**src/rtl/spi_pkg.sv**
```systemverilog
// Shared definitions for the SPI shift engine: state encoding, mode bit
// positions and the default word width.
package spi_pkg;

  localparam logic [2:0] S_IDLE  = 3'd0;
  localparam logic [2:0] S_SETUP = 3'd1;
  localparam logic [2:0] S_XFER  = 3'd2;
  localparam logic [2:0] S_HOLD  = 3'd3;
  localparam logic [2:0] S_GAP   = 3'd4;

  typedef enum logic [2:0] {
    IDLE  = S_IDLE,
    SETUP = S_SETUP,
    XFER  = S_XFER,
    HOLD  = S_HOLD,
    GAP   = S_GAP
  } state_t;

  localparam int MODE_CPHA = 0;
  localparam int MODE_CPOL = 1;

  localparam int DEFAULT_DATA_WIDTH = 8;

endpackage

```
**src/rtl/spi_shift_engine.sv**
```systemverilog
// SPI master shift engine: one divider tick per SCLK half-period, MSB-first
// transmit with simultaneous receive, chip-select framing with a guard gap.
module spi_shift_engine
  import spi_pkg::*;
#(
  parameter int DATA_WIDTH = DEFAULT_DATA_WIDTH
) (
  input  logic                  i_clk,
  input  logic                  i_rst,
  input  logic                  i_tick,
  input  logic                  i_cpol,
  input  logic                  i_cpha,
  input  logic [DATA_WIDTH-1:0] i_data,
  input  logic                  i_valid,
  output logic                  o_ready,
  output logic [DATA_WIDTH-1:0] o_data,
  output logic                  o_valid,
  output logic                  o_busy,
  output logic                  o_sclk,
  output logic                  o_mosi,
  output logic                  o_cs_n,
  input  logic                  i_miso
);

  localparam int EDGES = 2 * DATA_WIDTH;
  localparam int EW    = $clog2(EDGES);
  localparam logic [EW-1:0] LAST_EDGE = EW'(EDGES - 1);

  state_t                state;
  logic [1:0]            mode;
  logic [EW-1:0]         edge_cnt;
  logic [DATA_WIDTH-1:0] tx;
  logic [DATA_WIDTH-1:0] rx;

  always_ff @(posedge i_clk or posedge i_rst) begin
    if (i_rst) begin
      state    <= IDLE;
      mode     <= 2'b00;
      edge_cnt <= '0;
      tx       <= '0;
      rx       <= '0;
      o_ready  <= 1'b0;
      o_data   <= '0;
      o_valid  <= 1'b0;
      o_busy   <= 1'b0;
      o_sclk   <= 1'b0;
      o_mosi   <= 1'b0;
      o_cs_n   <= 1'b1;
    end else begin
      o_valid <= 1'b0;
      case (state)
        IDLE: begin
          o_ready <= 1'b1;
          if (i_valid && o_ready) begin
            tx              <= i_data;
            mode[MODE_CPOL] <= i_cpol;
            mode[MODE_CPHA] <= i_cpha;
            edge_cnt        <= '0;
            o_sclk          <= i_cpol;
            o_cs_n          <= 1'b0;
            o_busy          <= 1'b1;
            o_ready         <= 1'b0;
            // CPHA=0 presents the MSB before the first (leading) edge.
            if (!i_cpha) o_mosi <= i_data[DATA_WIDTH-1];
            state           <= SETUP;
          end
        end
        SETUP: begin
          if (i_tick) state <= XFER;
        end
        XFER: begin
          if (i_tick) begin
            o_sclk <= ~o_sclk;
            // Sampling edges are the even ones for CPHA=0, odd ones for CPHA=1.
            if (edge_cnt[0] == mode[MODE_CPHA]) begin
              rx <= {rx[DATA_WIDTH-2:0], i_miso};
            end else begin
              o_mosi <= mode[MODE_CPHA] ? tx[DATA_WIDTH-1] : tx[DATA_WIDTH-2];
              tx     <= tx << 1;
            end
            if (edge_cnt == LAST_EDGE) begin
              edge_cnt <= '0;
              state    <= HOLD;
            end else begin
              edge_cnt <= edge_cnt + EW'(1);
            end
          end
        end
        HOLD: begin
          if (i_tick) begin
            o_cs_n  <= 1'b1;
            o_data  <= rx;
            o_valid <= 1'b1;
            state   <= GAP;
          end
        end
        GAP: begin
          if (i_tick) begin
            o_busy  <= 1'b0;
            o_ready <= 1'b1;
            o_sclk  <= mode[MODE_CPOL];
            state   <= IDLE;
          end
        end
        default: state <= IDLE;
      endcase
    end
  end

endmodule

```
**config.mk**
```make
export PLATFORM = sky130hd
export DESIGN_NAME = spi_shift_engine
export DESIGN_NICKNAME = d
export VERILOG_FILES = /design/src/rtl/spi_pkg.sv /design/src/rtl/spi_shift_engine.sv
export SDC_FILE = /design/constraint.sdc
export NUM_CORES = 1
export LEC_CHECK = 0
export CAP_MARGIN = 20
export CELL_PAD_IN_SITES_DETAIL_PLACEMENT = 0
export CELL_PAD_IN_SITES_GLOBAL_PLACEMENT = 1
export CORE_MARGIN = 2
export CORE_UTILIZATION = 53
export CTS_BUF_LIST = sky130_fd_sc_hd__clkbuf_4
export CTS_CLUSTER_SIZE = 30
export DETAILED_ROUTE_END_ITERATION = 12
export DONT_BUFFER_PORTS = 1
export PLACE_DENSITY_LB_ADDON = 0.1
export RECOVER_POWER = 100
export SKIP_LAST_GASP = 1
export SLEW_MARGIN = 20
export SYNTH_ARGS = -nofsm -noshare
export SYNTH_HDL_FRONTEND = slang
export SYNTH_SLANG_ARGS = --single-unit
```
**constraint.sdc**
```tcl
create_clock -name i_clk -period 1.8 [get_ports i_clk]
set_input_delay 0.36 -clock i_clk [delete_from_list [all_inputs] [get_ports i_clk]]
set_output_delay 0.36 -clock i_clk [all_outputs]
set_load 0.02 [all_outputs]
```
* Word-level counts from Yosys, hierarchy flattened
Index checks and enable logic that the tools add are counted.
** Storage, ports and cells
- Word-level logic and storage cells :: 80
- Flip-flop bits (word level) :: 39
** Operators by class
- $add $sub $neg :: 1
- Bitwise gates (word level) :: 1
- Multiplexer cells :: 35
- Reductions and logical operators :: 17
- Eq/ne operators :: 14
** Operator list (number)
- two-way mux 8 bit :: 3
- two-way mux 3 bit :: 6
- != test 2 bit (second input constant) :: 8
- case mux 8 bit (2 select lines) :: 1
- two-way mux 1 bit :: 15
- case mux 3 bit (5 select lines) :: 1
- two-way mux 4 bit :: 3
- AND reduction 3 bit :: 4
- case mux 1 bit (2 select lines) :: 4
- case mux 4 bit (2 select lines) :: 1
- AND reduction 4 bit :: 2
- == test 3 x 2 -> 1 bit (second input constant) :: 2
- AND reduction 2 bit :: 3
- AND reduction 6 bit :: 1
- nonzero test 2 bit :: 3
- AND reduction 5 bit :: 1
- adder 4 x 1 -> 4 bit (second input constant) :: 1
- == test 4 bit (second input constant) :: 1
- == test 3 x 1 -> 1 bit (second input constant) :: 1
- == test 3 bit (second input constant) :: 1
- zero test 3 bit :: 1
- case mux 1 bit (3 select lines) :: 1
- nonzero test 3 bit :: 1
- == test 1 bit :: 1
- other kinds (2) :: 2

* Logic depth before layout (Yosys ltp)
- Depth in word-level cells :: 4
- Mapped depth :: 5
- Depth with buffers taken out :: 4

* Least setup slack after synthesis
OpenSTA, ideal clock, no wires.
- Path type :: reg2reg
- From :: register state[2]
- To :: register tx[1]
- Path slack :: 0.223 ns
- Library setup time :: 0.125 ns
- Arrival time :: 1.453 ns
- Cell stages (with the launch flop) :: 6
- Clock period less this slack :: 1.577 ns
- Cells stage by stage :: dfrtp_1 buf_4 nor3b_2 buf_6 mux2_2 mux2_2
** Between the ends
- Longest elaborated chain between the ends :: 3
** Ends and longest elaborated chain
- start, declared :: RTL line spi_shift_engine.sv:29 : state_t state;
- start signal, assigned :: RTL line spi_shift_engine.sv:37 : state <= IDLE;
- start signal, assigned :: RTL line spi_shift_engine.sv:65 : state <= SETUP;
- start signal, assigned :: RTL line spi_shift_engine.sv:69 : if (i_tick) state <= XFER;
- == test 3 x 2 -> 1 bit or zero test 3 bit (tied branches) :: RTL line spi_shift_engine.sv:51 : case (state)
- != test 2 bit (no line) or nonzero test 2 bit (tied branches)
- AND reduction 4 bit (no line)
- end signal, assigned :: RTL line spi_shift_engine.sv:55 : tx <= i_data;
- end signal, assigned :: RTL line spi_shift_engine.sv:79 : tx <= tx << 1;
- end, declared :: RTL line spi_shift_engine.sv:32 : logic [DATA_WIDTH-1:0] tx;
Several ways; a longest one is shown, not always the timed one.
A chain may end at the register's enable or synchronous reset.

* Worst setup path after layout
- From :: register state[1]
- To :: register edge_cnt[1]
** Between the ends
- Longest elaborated chain between the ends :: 3
** Ends and longest elaborated chain
- == test 3 x 2 -> 1 bit or zero test 3 bit (tied branches) :: RTL line spi_shift_engine.sv:51
- != test 2 bit (no line) or nonzero test 2 bit (tied branches)
- AND reduction 3 bit (no line)
- end signal, assigned :: RTL line spi_shift_engine.sv:85 : edge_cnt <= edge_cnt + EW'(1);
- end, declared :: RTL line spi_shift_engine.sv:31 : logic [EW-1:0] edge_cnt;
Several ways; a longest one is shown, not always the timed one.

==> impl_metrics.toml <==
[outcome]
status = "completed"

[flow_run]
cap_violations = 0

[critical_path]
r2r_start = "state[1]$_DFFE_PP0P_"
ff2ff_path_depth = 4
cpPeakStageDelay_ns = 0.48
criticalPathCategory = "register to register"
r2r_end = "edge_cnt[1]$_DFFE_PP0P_"
required_ns = 2.09
rrSetupSlack_ns = 0.14
worstSetupEndpointType = "register"
crit_arrival_ns = 1.95
cp_top_family = "flip-flops"
start_kind = "register"
cp_max_fo = 7
crit_slowest_cell = "dfrtp_1"
cp_num_buf_inv = 1
path_cells = "buf_4 > nand3b_1 > a211oi_2 > mux2i_1"

[clock_tree]
cts.sinks = 39
cts_root_buffer = "clkbuf_4"
cts_resized = 0
cts_buffers = 5
insertion_delay_ns = 0.35
cts.clk_slew.worst_paths_ns = 0.13
cts_setup_buffers = 0
cts_hold_buf = 0
clockBufferDepth = 2
cts_tree = "built"
h-tree-depth = 2

[grt]
grt_start_max_net_pins = 40
grt_overflow = 0
antenna_found_initial = 0
grt.total_usage = 0.1880
first_global_vias = 1214
grt_pass1_wl_mm = 5.823

[synthesis]
syn_nets = 157
synth_edf_count = 0
syn_area_um2 = 1876
synth_warnings = 0
yosys.area.top_type = "dfrtp_1"
yosysMostFrequentCell = "dfrtp_1"
synthFlopType = "dfrtp_1"
synth_area_leaders = "dfrtp_1 51%, mux2_2 22%, nand4bb_4 2.9%"
yosys.area.top_type_share = 0.5070
synth_cell_types = 37
syn_inst = 141
syn_area_per_cell_um2 = 13.30
synth-seq-cells = 39
async_reset_ff_frac = 1.000
seq_area_frac_synth = 0.5210
synthTopCellsByCount = "38 x dfrtp_1, 36 x mux2_2, 7 x inv_1"

[drt]
vias = 1150
dr.pass1.iters = 4
wirelength_mm = 3.324
ant_nets = 0
wl_met2_mm = 1.586
wl_met1_mm = 1.472
dr_wl_met3_um = 219
wl_per_cell_um = 16.79
via_per_inst = 5.808
drtIter0Drc = 76
drcViolationCount = 0
top_layer = "met4"

[placed_design]
place_congestion = 0.7669
dpl-instance-area_um2 = 1956
place_ws_ns = 0.1588
io_buffers = 0
dpl.hpwl_mm = 2.405

[die]
start_util = 0.5577
fp.dieW_um = 63.49
die_area_um2 = 4030
ios = 29
fp.coreArea_um2 = 3363
num_rows = 21
fp.dieH_um = 63.49

[timing]
final.setup.tns_ns = 0
min_period_ns = 1.658
skew_ns = 0.01250
setup_slack_ns = 0.1421
worst_pin_slew_ns = 0.9582
fmax_mhz = 603.2
slew-limit-headroom = 0.3612
period_share = 0.9211
setup_viol = 0
drv_slew = 0
hold_viol = 0
rsz0062_at_grt = "false"

[finish]
nNetsFinal = 167
final_util = 0.5960
fillers = 301
register_area_um2 = 977.2
drive_above_1_share = 0.3947
antennaDiodeCount = 0
fin_area_um2 = 2004
areaGrowthSynthToFinish_pct = 6.871
multi_input_area_um2 = 819.5

[worst_hold_path]
hold_class = "primary input to register"
min_path_cells = 1
hold_path_end = "rx[0]$_DFFE_PP0P_"
min_from = "i_miso"

[power]
power_leakage_nw = 0.8655
power.density_nw_per_um2 = 1678
vdd_drop_max_v = 0.0008851
## how the worst max path moves through the flow
stage                         start                      end  slack, ns  cells after the start
6_report       state[1]$_DFFE_PP0P_  edge_cnt[1]$_DFFE_PP0P_       0.14                      4
3_3_place_gp   state[1]$_DFFE_PP0P_  edge_cnt[2]$_DFFE_PP0P_       0.18                      4
4_1_cts        state[1]$_DFFE_PP0P_        tx[5]$_DFFE_PP0P_       0.14                      4
2_1_floorplan  state[2]$_DFFE_PP0P_        tx[1]$_DFFE_PP0P_       0.22                      5
3_5_place_dp   state[1]$_DFFE_PP0P_  edge_cnt[2]$_DFFE_PP0P_       0.16                      4
5_1_grt        state[1]$_DFFE_PP0P_  edge_cnt[1]$_DFFE_PP0P_       0.04                      4
## routing by layer
layer / up-vias / GRT usage
met2: 33 / 0.2921
met5: - / 0
met1: 587 / 0.2397
met4: 0 / 0.07065
met3: 4 / 0.06964
li1: 526 / -
## report_power, final
part | switching (mW) | internal [mW] | total (mW)
sequential | 0.382 | 1.22 | 1.61
combinational | 0.562 | 0.721 | 1.28
clock | 0.319 | 0.156 | 0.475
total | 1.26 | 2.10 | 3.36
## cells in the final DEF, fill, tap and decap left out
cell and n:
o211ai_1 1, clkbuf_1 2, inv_6 1, xnor2_1 2, or3_1 1, o22ai_4 1
nor3_1 1, clkbuf_4 6, o32ai_1 1, nor2b_1 4, o2bb2ai_1 2, nand2_1 3
a32o_1 1, dfrtp_1 38, nand3b_1 1, nand2b_1 2, clkinvlp_4 2, nand2_2 2
nand4b_1 2, nand3_1 3, a221oi_1 1, inv_1 7, o21a_1 1, a211oi_2 1
ha_1 1, clkbuf_2 2, nand4_1 1, and4bb_2 1, nor3b_2 1, a21oi_1 4
xor2_1 1, buf_4 5, dfstp_1 1, o21ai_0 4, mux2i_1 1, o31ai_1 1
mux2_2 36, a2111o_1 1, nand4bb_4 2, nor2_1 4
## registers in the layout (all words and copies together), names as in the netlist
name      count
tx            8
rx            8
o_sclk        1
edge_cnt      4
o_mosi        1
o_ready       1
o_valid       1
mode          2
state         3
o_busy        1
o_data        8
o_cs_n        1
## cell families (layout without fill, tap and decap cells)
family | count (synthesis) | after routing | share of synthesized area
AOI/OAI and AO/OA | 19 | 19 | 0.08073
xor gates and xnor gates | 3 | 3 | 0.01401
adders and majority gates | 1 | 1 | 0.006670
buffers and inverters | 14 | 25 | 0.04203
DFF | 39 | 39 | 0.5210
muxes | 37 | 37 | 0.2215
and+or+nand+nor | 28 | 28 | 0.1141
## area by class of cell
class                      instances  share of cell area
clock buffer                       5             0.01873
sequential                        39              0.4875
tap                               46             0.02871
timing repair buffer              10             0.03121
inverter                           7             0.01311
clock inverter                     3             0.01186
multi-input combinational         88              0.4089
## per-stage QoR
stage | power [mW] | cells | hold WS (ns)
finish | 3.364 | 198 | 0.1488
global route | 3.619 | 198 | 0.1132
CTS | 3.435 | 198 | 0.004852
detailed placement | 2.956 | 190 | 0.4084
global placement | 2.875 | 190 | 0.3873
floorplan | 2.644 | 141 | 0.4750
No activity file was read; power rests on OpenSTA's default activity.
